==> src/rtl/pipe_hazard_ctrl.sv <==
// pipe_hazard_ctrl: stall/flush control for load-use, EXE jumps and the shared-SRAM fetch/MEM conflict
// Optional PIPE_PERF_CNT_EN adds saturating stall_cnt/flush_cnt outputs.
module pipe_hazard_ctrl #(
   parameter int REG_AW   = 4,
   parameter int RAM_WAIT = 2
) (
   input  logic              clk_50MHz,
   input  logic              rst,
   input  logic              id_use_a,
   input  logic [REG_AW-1:0] id_src_a,
   input  logic              id_use_b,
   input  logic [REG_AW-1:0] id_src_b,
   input  logic              ie_load,
   input  logic              ie_dst_vld,
   input  logic [REG_AW-1:0] ie_dst,
   input  logic              ie_jump,
   input  logic              mem_req,
   output logic              pc_PAUSE,
   output logic              ii_PAUSE,
   output logic              ie_PAUSE,
   output logic              em_PAUSE,
   output logic              ii_FLUSH,
   output logic              ie_FLUSH,
   output logic              mw_FLUSH,
   output logic              ctrl_busy
`ifdef PIPE_PERF_CNT_EN
   ,
   output logic [15:0]       stall_cnt,
   output logic [15:0]       flush_cnt
`endif
);
   typedef enum logic {S_RUN, S_MEM} state_t;
   localparam bit MULTI = RAM_WAIT > 1;
   state_t state, state_nxt;
   logic [2:0] cnt, cnt_nxt;
   logic lu, freeze, rel, run;
   always_ff @(posedge clk_50MHz) begin
      if (rst) begin
         state <= S_RUN;
         cnt   <= 3'd0;
      end else begin
         state <= state_nxt;
         cnt   <= cnt_nxt;
      end
   end
   always_comb begin
      state_nxt = state;
      cnt_nxt   = cnt;
      if (state == S_MEM) begin
         state_nxt = (cnt == 3'd1) ? S_RUN : S_MEM;
         cnt_nxt   = cnt - 3'd1;
      end else if (mem_req && MULTI) begin
         state_nxt = S_MEM;
         cnt_nxt   = 3'(RAM_WAIT - 1);
      end
   end
   assign lu = ie_load & ie_dst_vld &
               ((id_use_a & (id_src_a == ie_dst)) | (id_use_b & (id_src_b == ie_dst)));
   // freeze/release are the two phases of an SRAM access; run is the free-flowing case
   assign freeze = !rst && ((state == S_MEM) ? (cnt != 3'd1) : (mem_req && MULTI));
   assign rel    = !rst && ((state == S_MEM) ? (cnt == 3'd1) : (mem_req && !MULTI));
   assign run    = !rst && (state == S_RUN) && !mem_req;
   always_comb begin
      pc_PAUSE  = freeze | (rel & ~ie_jump) | (run & ~ie_jump & lu);
      ii_PAUSE  = freeze | ((rel | run) & ~ie_jump & lu);
      ie_PAUSE  = freeze;
      em_PAUSE  = freeze;
      ii_FLUSH  = rst | (rel & (ie_jump | ~lu)) | (run & ie_jump);
      ie_FLUSH  = rst | ((rel | run) & (ie_jump | lu));
      mw_FLUSH  = rst | freeze;
      ctrl_busy = !rst && (state == S_MEM);
   end
`ifdef PIPE_PERF_CNT_EN
   logic jflush;
   assign jflush = (rel | run) & ie_jump;
   always_ff @(posedge clk_50MHz) begin
      if (rst) begin
         stall_cnt <= 16'd0;
         flush_cnt <= 16'd0;
      end else begin
         if (pc_PAUSE && stall_cnt != 16'hFFFF) stall_cnt <= stall_cnt + 16'd1;
         if (jflush && flush_cnt != 16'hFFFF) flush_cnt <= flush_cnt + 16'd1;
      end
   end
`endif
endmodule

==> config.mk <==
export PLATFORM = sky130hd
export DESIGN_NAME = pipe_hazard_ctrl
export DESIGN_NICKNAME = d
export VERILOG_FILES = /design/src/rtl/pipe_hazard_ctrl.sv
export SDC_FILE = /design/constraint.sdc
export NUM_CORES = 1
export LEC_CHECK = 0
export CAP_MARGIN = 40
export CELL_PAD_IN_SITES_DETAIL_PLACEMENT = 0
export CELL_PAD_IN_SITES_GLOBAL_PLACEMENT = 1
export CORE_UTILIZATION = 22
export CTS_BUF_LIST = sky130_fd_sc_hd__clkbuf_16
export CTS_CLUSTER_SIZE = 12
export DETAILED_ROUTE_END_ITERATION = 10
export PLACE_DENSITY_LB_ADDON = 0.1
export SKIP_CTS_REPAIR_TIMING = 1
export SLEW_MARGIN = 20
export SYNTH_ARGS = -nofsm -noshare
export SYNTH_HDL_FRONTEND = slang
export SYNTH_SLANG_ARGS = --single-unit
==> constraint.sdc <==
create_clock -name clk_50MHz -period 1.7 [get_ports clk_50MHz]
set_input_delay 0.34 -clock clk_50MHz [delete_from_list [all_inputs] [get_ports clk_50MHz]]
set_output_delay 0.34 -clock clk_50MHz [all_outputs]
set_load 0.1 [all_outputs]
Yosys cells after proc, flatten, opt, wreduce, memory -nomap -nowiden --
Index checks and enable logic that the tools add are counted.
Storage, ports and cells: bits in registers 4, input bits 20, output and inout bits 8, word-level logic and storage cells 48
Cells by class: $add $sub $neg 1, equal/unequal tests 4, muxes and demuxes 7, bitwise logic cells 26, reductions and logical operators 8
Operators with widths (count):
- $and 1x1->1 | 12
- $or 1x1->1 | 11
- $eq 4x4->1 | 2
- $mux 3 | 2
- $logic_and 1x1->1 | 5
- $mux 1 | 5
- $eq 3x1->1 const B | 1
- $ne 3x1->1 const B | 1
- $not 1->1 | 3
- $sub 3x1->3 const B | 1
- $logic_not 1->1 | 2
- $reduce_bool 2->1 | 1

Logic depth before layout (Yosys ltp) --
Gate-level depths: netlist (run 1).
word-level depth 9, gate-level depth with buffers 6, depth with buffers taken out 6

Worst setup path before layout (run 1) --
OpenSTA, ideal clock, no wires.
path kind input-to-output, start point input ie_dst[0], end point output ii_FLUSH, arrival time 3757 ps, required time 1360 ps, slack -2397 ps, cell stages on the path 3, buffers on the path 0, cells stage by stage xor2_1 nor4_4 o41ai_1
On the way: cells in the longest elaborated chain, start to end 9, elaborated cells between the ends (all ways) 11, classes of those cells eq/ne (2); bitwise (9)
RTL lines:
- start, declared | RTL line 15 | input logic [REG_AW-1:0] ie_dst,
- $eq 4x4->1 | RTL line 58 | ((id_use_a & (id_src_a == ie_dst)) | (id_use_b & (id_src_b == ie_dst)));
- $and 1x1->1 | RTL line 58
- $or 1x1->1 (*) | RTL line 58
- $and 1x1->1 (*) | RTL line 57 | assign lu = ie_load & ie_dst_vld &
- $not 1->1 (*) | RTL line 68 | ii_FLUSH = rst | (rel & (ie_jump | ~lu)) | (run & ie_jump);
- $or 1x1->1 (*) | RTL line 68
- $and 1x1->1 (*) | RTL line 68
- $or 1x1->1 (*) (2 in a row) | RTL line 68
- end, declared | RTL line 22 | output logic ii_FLUSH,
Mark *: on every way between the ends. The rest lies on a longest branch, timed or not.

Worst setup path in the final report (run 1) --
start point input ie_dst[1], end point output ii_FLUSH
Same word-level chain as after synthesis.

==> results.cfg, run 1 <==
[run_status]
status = finished with violations
violations = DRC, setup timing

[setup_path]
r2r-start = cnt[1]$_SDFFE_PP0P_
endpoint_kind = primary output
cp_cell_sequence = dlymetal6s2s_1 -> xor2_2 -> nor4_4 -> buf_4 -> o41ai_4 -> buf_12
max_stage_delay_ps = 350
arrival_ps = 1580
crit_type = input port to primary output
worstPathMaxFanout = 2
r2r-end = state$_SDFF_PP0_
cp-start-kind = input port
reg2regPathDepth = 8
cp_num_cells = 6
crit_buf_inv = 3
cpMaxStageDelayCell = o41ai_4
crit_family = buffers and inverters
required_ps = 1360
r2r_slack_ps = 470

[worst_hold_path]
worstHoldEndpoint = cnt[0]$_SDFFE_PP0P_
min-delay-start = cnt[0]$_SDFFE_PP0P_
hp-class = register to register
hold_depth = 1

[power]
powerDensity_nw_per_um2 = 769
ir_drop_v = 0.000775
power.leakage_nw = 0.568
power_uw = 897

[sta]
rsz0062_at_grt = true
layout_setup_ws_ps = -221
fin_skew_ps = 2.13
hold_viol_final = 0
slew_viol_final = 0
finalSetupViolations = 7
finalCriticalPeriod_ps = 1920
max_freq_mhz = 520
fin_crit_sh_pct = 113
whs_ps = 485
slew_headroom_pct = 78.4
tightestPinTransition_ps = 324
fin_tns_setup_ps = -1070

[cells_and_area]
drive_gt1_share_pct = 64.8
area_growth_pct = 197
diodes = 0
nets = 112
fin_util_pct = 73.2

[synthesis]
synthesis.area_um2 = 393
ys_seq_area_share_pct = 20.4
yosysWarnings = 0
ys_types = 24
syn_avg_cell_area_um2 = 8.36
syn-instance-count = 47
synth_nets = 69
synth_seq_cells = 4

[grt]
grt-ovfl-total = 0
antenna_found_initial = 0
grt_max_degree = 7
grt_pass1_vias = 561
grt_first_pass_wirelength_um = 2370
grt_usage_pct = 16.8

[floorplanning]
core_um2 = 1590
fp.dieW_um = 44.3
initial_core_util_pct = 24.6
row_count = 14
die-area_um2 = 1960
io_pins = 28
die_h_um = 44.3

[cts]
path_clk_slew_ps = 30
cts_sinks = 4
cts_tree = done
cts.htree.levels = 1
cts_buffers = 3
clock_latency_ps = 230
root_buffer = clkbuf_16
clk_path_buf_depth = 2

[drt]
drt_iter0_drc = 6
num_vias = 510
wl_per_cell_um = 13.4
wl_um = 1500
drt_first_pass_iters = 6
ant_nets = 0
viasPerCell = 4.55
drcViolationCount = 3

[place]
io_buffer_count = 27
dp_hpwl_um = 1120
dpl_worst_slack_ps = -592
gp_congestion = 0.768

[flow_run]
drv_cap = 0
## cell type report
cell class | instances | area [um^2]
Sequential cell | 4 | 83.8
Fill cell | 109 | 428
Inverter | 2 | 7.51
Clock buffer | 3 | 75.1
Tap cell | 24 | 30.0
Timing Repair Buffer | 41 | 505
Multi-Input combinational cell | 38 | 464
## power by group
| part | switching, mW | leakage, nW | internal, mW |
|---|---|---|---|
| clock network | 0.0687 | 0.0370 | 0.301 |
| registers | 0.0133 | 0.0339 | 0.104 |
| logic | 0.226 | 0.497 | 0.184 |
| total | 0.308 | 0.568 | 0.588 |
## cell usage in the layout, fill, tap and decap left out, types with 2 or more instances in the layout
master,Yosys,routed
buf_12,0,10
o21ai_4,0,2
nor2_1,6,4
xor2_2,0,6
nor4_4,2,2
clkbuf_2,0,4
buf_6,0,2
buf_4,1,10
dfxtp_2,0,3
nand4_1,2,2
clkbuf_16,0,3
dlymetal6s2s_1,0,13
xnor2_2,0,2
## routing by layer
layer	wire, um	GRT usage [%]
met1	475	15.3
met2	847	32.6
met3	169	6.12
met4	10	7.27
met5	0	0
## synth_stat cells
library cell / instances / share of area [%]
a211oi_1: 1 / 1.9
a21boi_1: 1 / 1.9
a21oi_1: 3 / 3.8
buf_2: 1 / 1.3
buf_4: 1 / 1.9
clkbuf_1: 1 / 0.95
dfxtp_1: 4 / 20
ha_1: 2 / 6.4
inv_1: 2 / 1.9
nand2_1: 1 / 0.95
nand2b_1: 2 / 3.2
nand3b_1: 1 / 1.9
nand4_1: 2 / 3.2
nor2_1: 6 / 5.7
nor2b_1: 2 / 3.2
nor3_1: 1 / 1.3
nor4_4: 2 / 11
o21ai_0: 1 / 1.3
o21ai_1: 2 / 2.5
o22ai_2: 1 / 3.2
o31a_1: 1 / 2.2
o41ai_1: 1 / 2.2
xnor2_1: 2 / 4.5
xor2_1: 6 / 13
## sequential cells by signal, summed over array words and instances, names as in the netlist
register / count
cnt: 3
state: 1
## worst reg2reg max path: stages, from the launching register on
cell and delay, ps:
dfxtp_2 300, inv_2 80, ha_4 140, nand2_4 60
o22ai_4 150, buf_6 160, buf_6 100, buf_4 100
nor2_1 30
## logic make-up after synthesis
logic type | synth area share (%)
AND/OR/NAND/NOR | 30.3
AO/OA/AOI/OAI | 19.1
XOR/XNOR | 17.8
buffers and inverters | 6.05
flip-flops | 20.4
adder cells (fa/ha/maj) | 6.37
## worst max path at each step
stage,endpoint,start,slack (ps)
finish,ii_FLUSH,ie_dst[1],-220
global route,ii_FLUSH,ie_dst[0],-290
CTS,ii_PAUSE,ie_dst[2],-590
detailed placement,ii_PAUSE,ie_dst[2],-590
global placement,ii_FLUSH,ie_dst[1],-540
floorplan,ii_FLUSH,ie_dst[0],-380
## stage by stage
stage	area (um^2)	std cells
2_1_floorplan	523	47
3_3_place_gp	977	107
3_5_place_dp	977	107
4_1_cts	1050	110
5_1_grt	1170	112
6_report	1170	112
Note: power is estimated with default switching activity, not from simulation.
==> run 2, diff against run 1 <==
--- a/config.mk
+++ b/config.mk
@@ -12,7 +12,7 @@
 export CTS_BUF_LIST = sky130_fd_sc_hd__clkbuf_16
 export CTS_CLUSTER_SIZE = 12
 export DETAILED_ROUTE_END_ITERATION = 10
-export PLACE_DENSITY_LB_ADDON = 0.1
+export PLACE_DENSITY = 0.78
 export SKIP_CTS_REPAIR_TIMING = 1
 export SLEW_MARGIN = 20
 export SYNTH_ARGS = -nofsm -noshare
==> run 2 against run 1 <==
Compared with the run above:
- setup slack got worse by 20 ps
- the run ends with setup timing left
- hold slack got worse by 4.4 ps
- register-to-register slack improved by 110 ps
- largest power group unchanged
- sequential share of layout area rose by 0.10 points
==> results.cfg, run 2 (same netlist as run 1, synthesis figures left out) <==
[floorplanning]
die_h_um = 44.3
core_um2 = 1590
fp.dieW_um = 44.3
row_count = 14
initial_core_util_pct = 24.6
die-area_um2 = 1960
io_pins = 28

[cts]
cts_buffers = 3
root_buffer = clkbuf_16
path_clk_slew_ps = 30
clock_latency_ps = 230
cts_sinks = 4
cts_tree = done
clk_path_buf_depth = 2
cts.htree.levels = 1

[place]
dpl_cell_area_um2 = 962
io_buffer_count = 27
dp_hpwl_um = 1010
gp_congestion = 0.756

[setup_path]
crit_buf_inv = 3
cp-start-kind = input port
r2r-start = state$_SDFF_PP0_
arrival_ps = 1600
required_ps = 1360
max_stage_delay_ps = 320
r2r-end = cnt[2]$_SDFFE_PP0P_
cpMaxStageDelayCell = nor4_4
r2r_slack_ps = 580
reg2regPathDepth = 4
crit_path_start = ie_dst[0]
crit_path_end = ii_PAUSE
cp_cell_sequence = buf_6 -> xnor2_2 -> nand4_1 -> nor4_4 -> buf_4 -> o21ai_4 -> o21ai_4 -> buf_12
cp_common_cell = o21ai_4
cp_num_cells = 8
crit_family = buffers and inverters
worstPathMaxFanout = 2
endpoint_kind = primary output
crit_type = input port to primary output

[sta]
finalSetupViolations = 7
tightestPinTransition_ps = 324
finalCriticalPeriod_ps = 1940
max_freq_mhz = 515
fin_crit_sh_pct = 114
rsz0062_at_grt = true
layout_setup_ws_ps = -241
slew_viol_final = 0
slew_headroom_pct = 78.3
hold_viol_final = 0
fin_skew_ps = 1.13

[flow_run]
drv_cap = 0

[cells_and_area]
drive_gt1_share_pct = 62.4
largestRegisters = cnt x3, state x1
multi_input_area_um2 = 464
area_growth_pct = 188
largest_register_ffs = 3
n_fill_cell = 103
regArea_um2 = 82.6
nets = 109
top_register = cnt
final_common_cell = dlymetal6s2s_1
final_cell_area_um2 = 1130
diodes = 0
final_cell_mix = dlymetal6s2s_1 (12), buf_12 (9), buf_4 (9)

[drt]
viasPerCell = 4.22
drt_first_pass_iters = 2
wl_per_cell_um = 11.5
drcViolationCount = 0
drt_iter0_drc = 2
num_vias = 460
wl_um = 1260
ant_nets = 0

[grt]
grt-ovfl-total = 0
antenna_found_initial = 0
grt_usage_pct = 13.5
grt_pass1_vias = 473
grt_first_pass_wirelength_um = 1900
grt_max_degree = 9

[power]
powerDensity_nw_per_um2 = 778
power.leakage_nw = 0.539
power_uw = 881
ir_drop_v = 0.000647

[worst_hold_path]
hp-class = register to register
min-delay-start = cnt[0]$_SDFFE_PP0P_

[run_status]
violations = setup timing
status = finished with violations
[run 2: layer usage]
layer  track usage (%)  part of all wire, %  vias up
met2              23.2                   55       16
met1              14.6                   37      206
met3              4.08                  6.1        2
li1                  -                    -      236
met4              7.27                  1.5        0
met5                 0                    0        -
[run 2: worst min path at each step]
stage                          end  slack (ps)  cells past startpoint
6_report       cnt[0]$_SDFFE_PP0P_         480                      1
5_1_grt        cnt[0]$_SDFFE_PP0P_         510                      1
4_1_cts        cnt[0]$_SDFFE_PP0P_         490                      1
3_5_place_dp   cnt[0]$_SDFFE_PP0P_         480                      1
3_3_place_gp   cnt[0]$_SDFFE_PP0P_         470                      1
2_1_floorplan  cnt[0]$_SDFFE_PP0P_         460                      1
[run 2: worst register-to-register path, stage by stage, from the launching register on]
cell,delay (ps)
dfxtp_1,350
buf_4,180
nor2_1,260
o21ai_0,140
a21oi_1,130
[run 2: power breakdown]
part | total, mW | leakage [nW] | internal [mW] | switching [mW]
Sequential | 0.115 | 0.0337 | 0.104 | 0.0109
Combinational | 0.396 | 0.468 | 0.175 | 0.220
Clock | 0.371 | 0.0370 | 0.301 | 0.0703
[run 2: final cells by class]
| cell class | instances | share of cell area (%) |
|---|---|---|
| Sequential cell | 4 | 7.29 |
| Clock buffer | 3 | 6.63 |
| Tap cell | 24 | 2.65 |
| Multi-Input combinational cell | 38 | 41.0 |
| Inverter | 2 | 0.663 |
| Timing Repair Buffer | 38 | 41.8 |
[run 2: per-stage QoR]
stage                     worst slack (ps)  TNS, ps  util (%)  instances  hold slack, ps
after floorplan                       -383    -1130         -         47             459
after global placement                -548    -2510      60.4        105             466
after detailed placement              -597    -2610      60.4        105             482
after CTS                             -599    -2650      65.1        108             486
after global routing                  -299    -1310      71.0        109             506
final                                 -241     -891      71.0        109             481
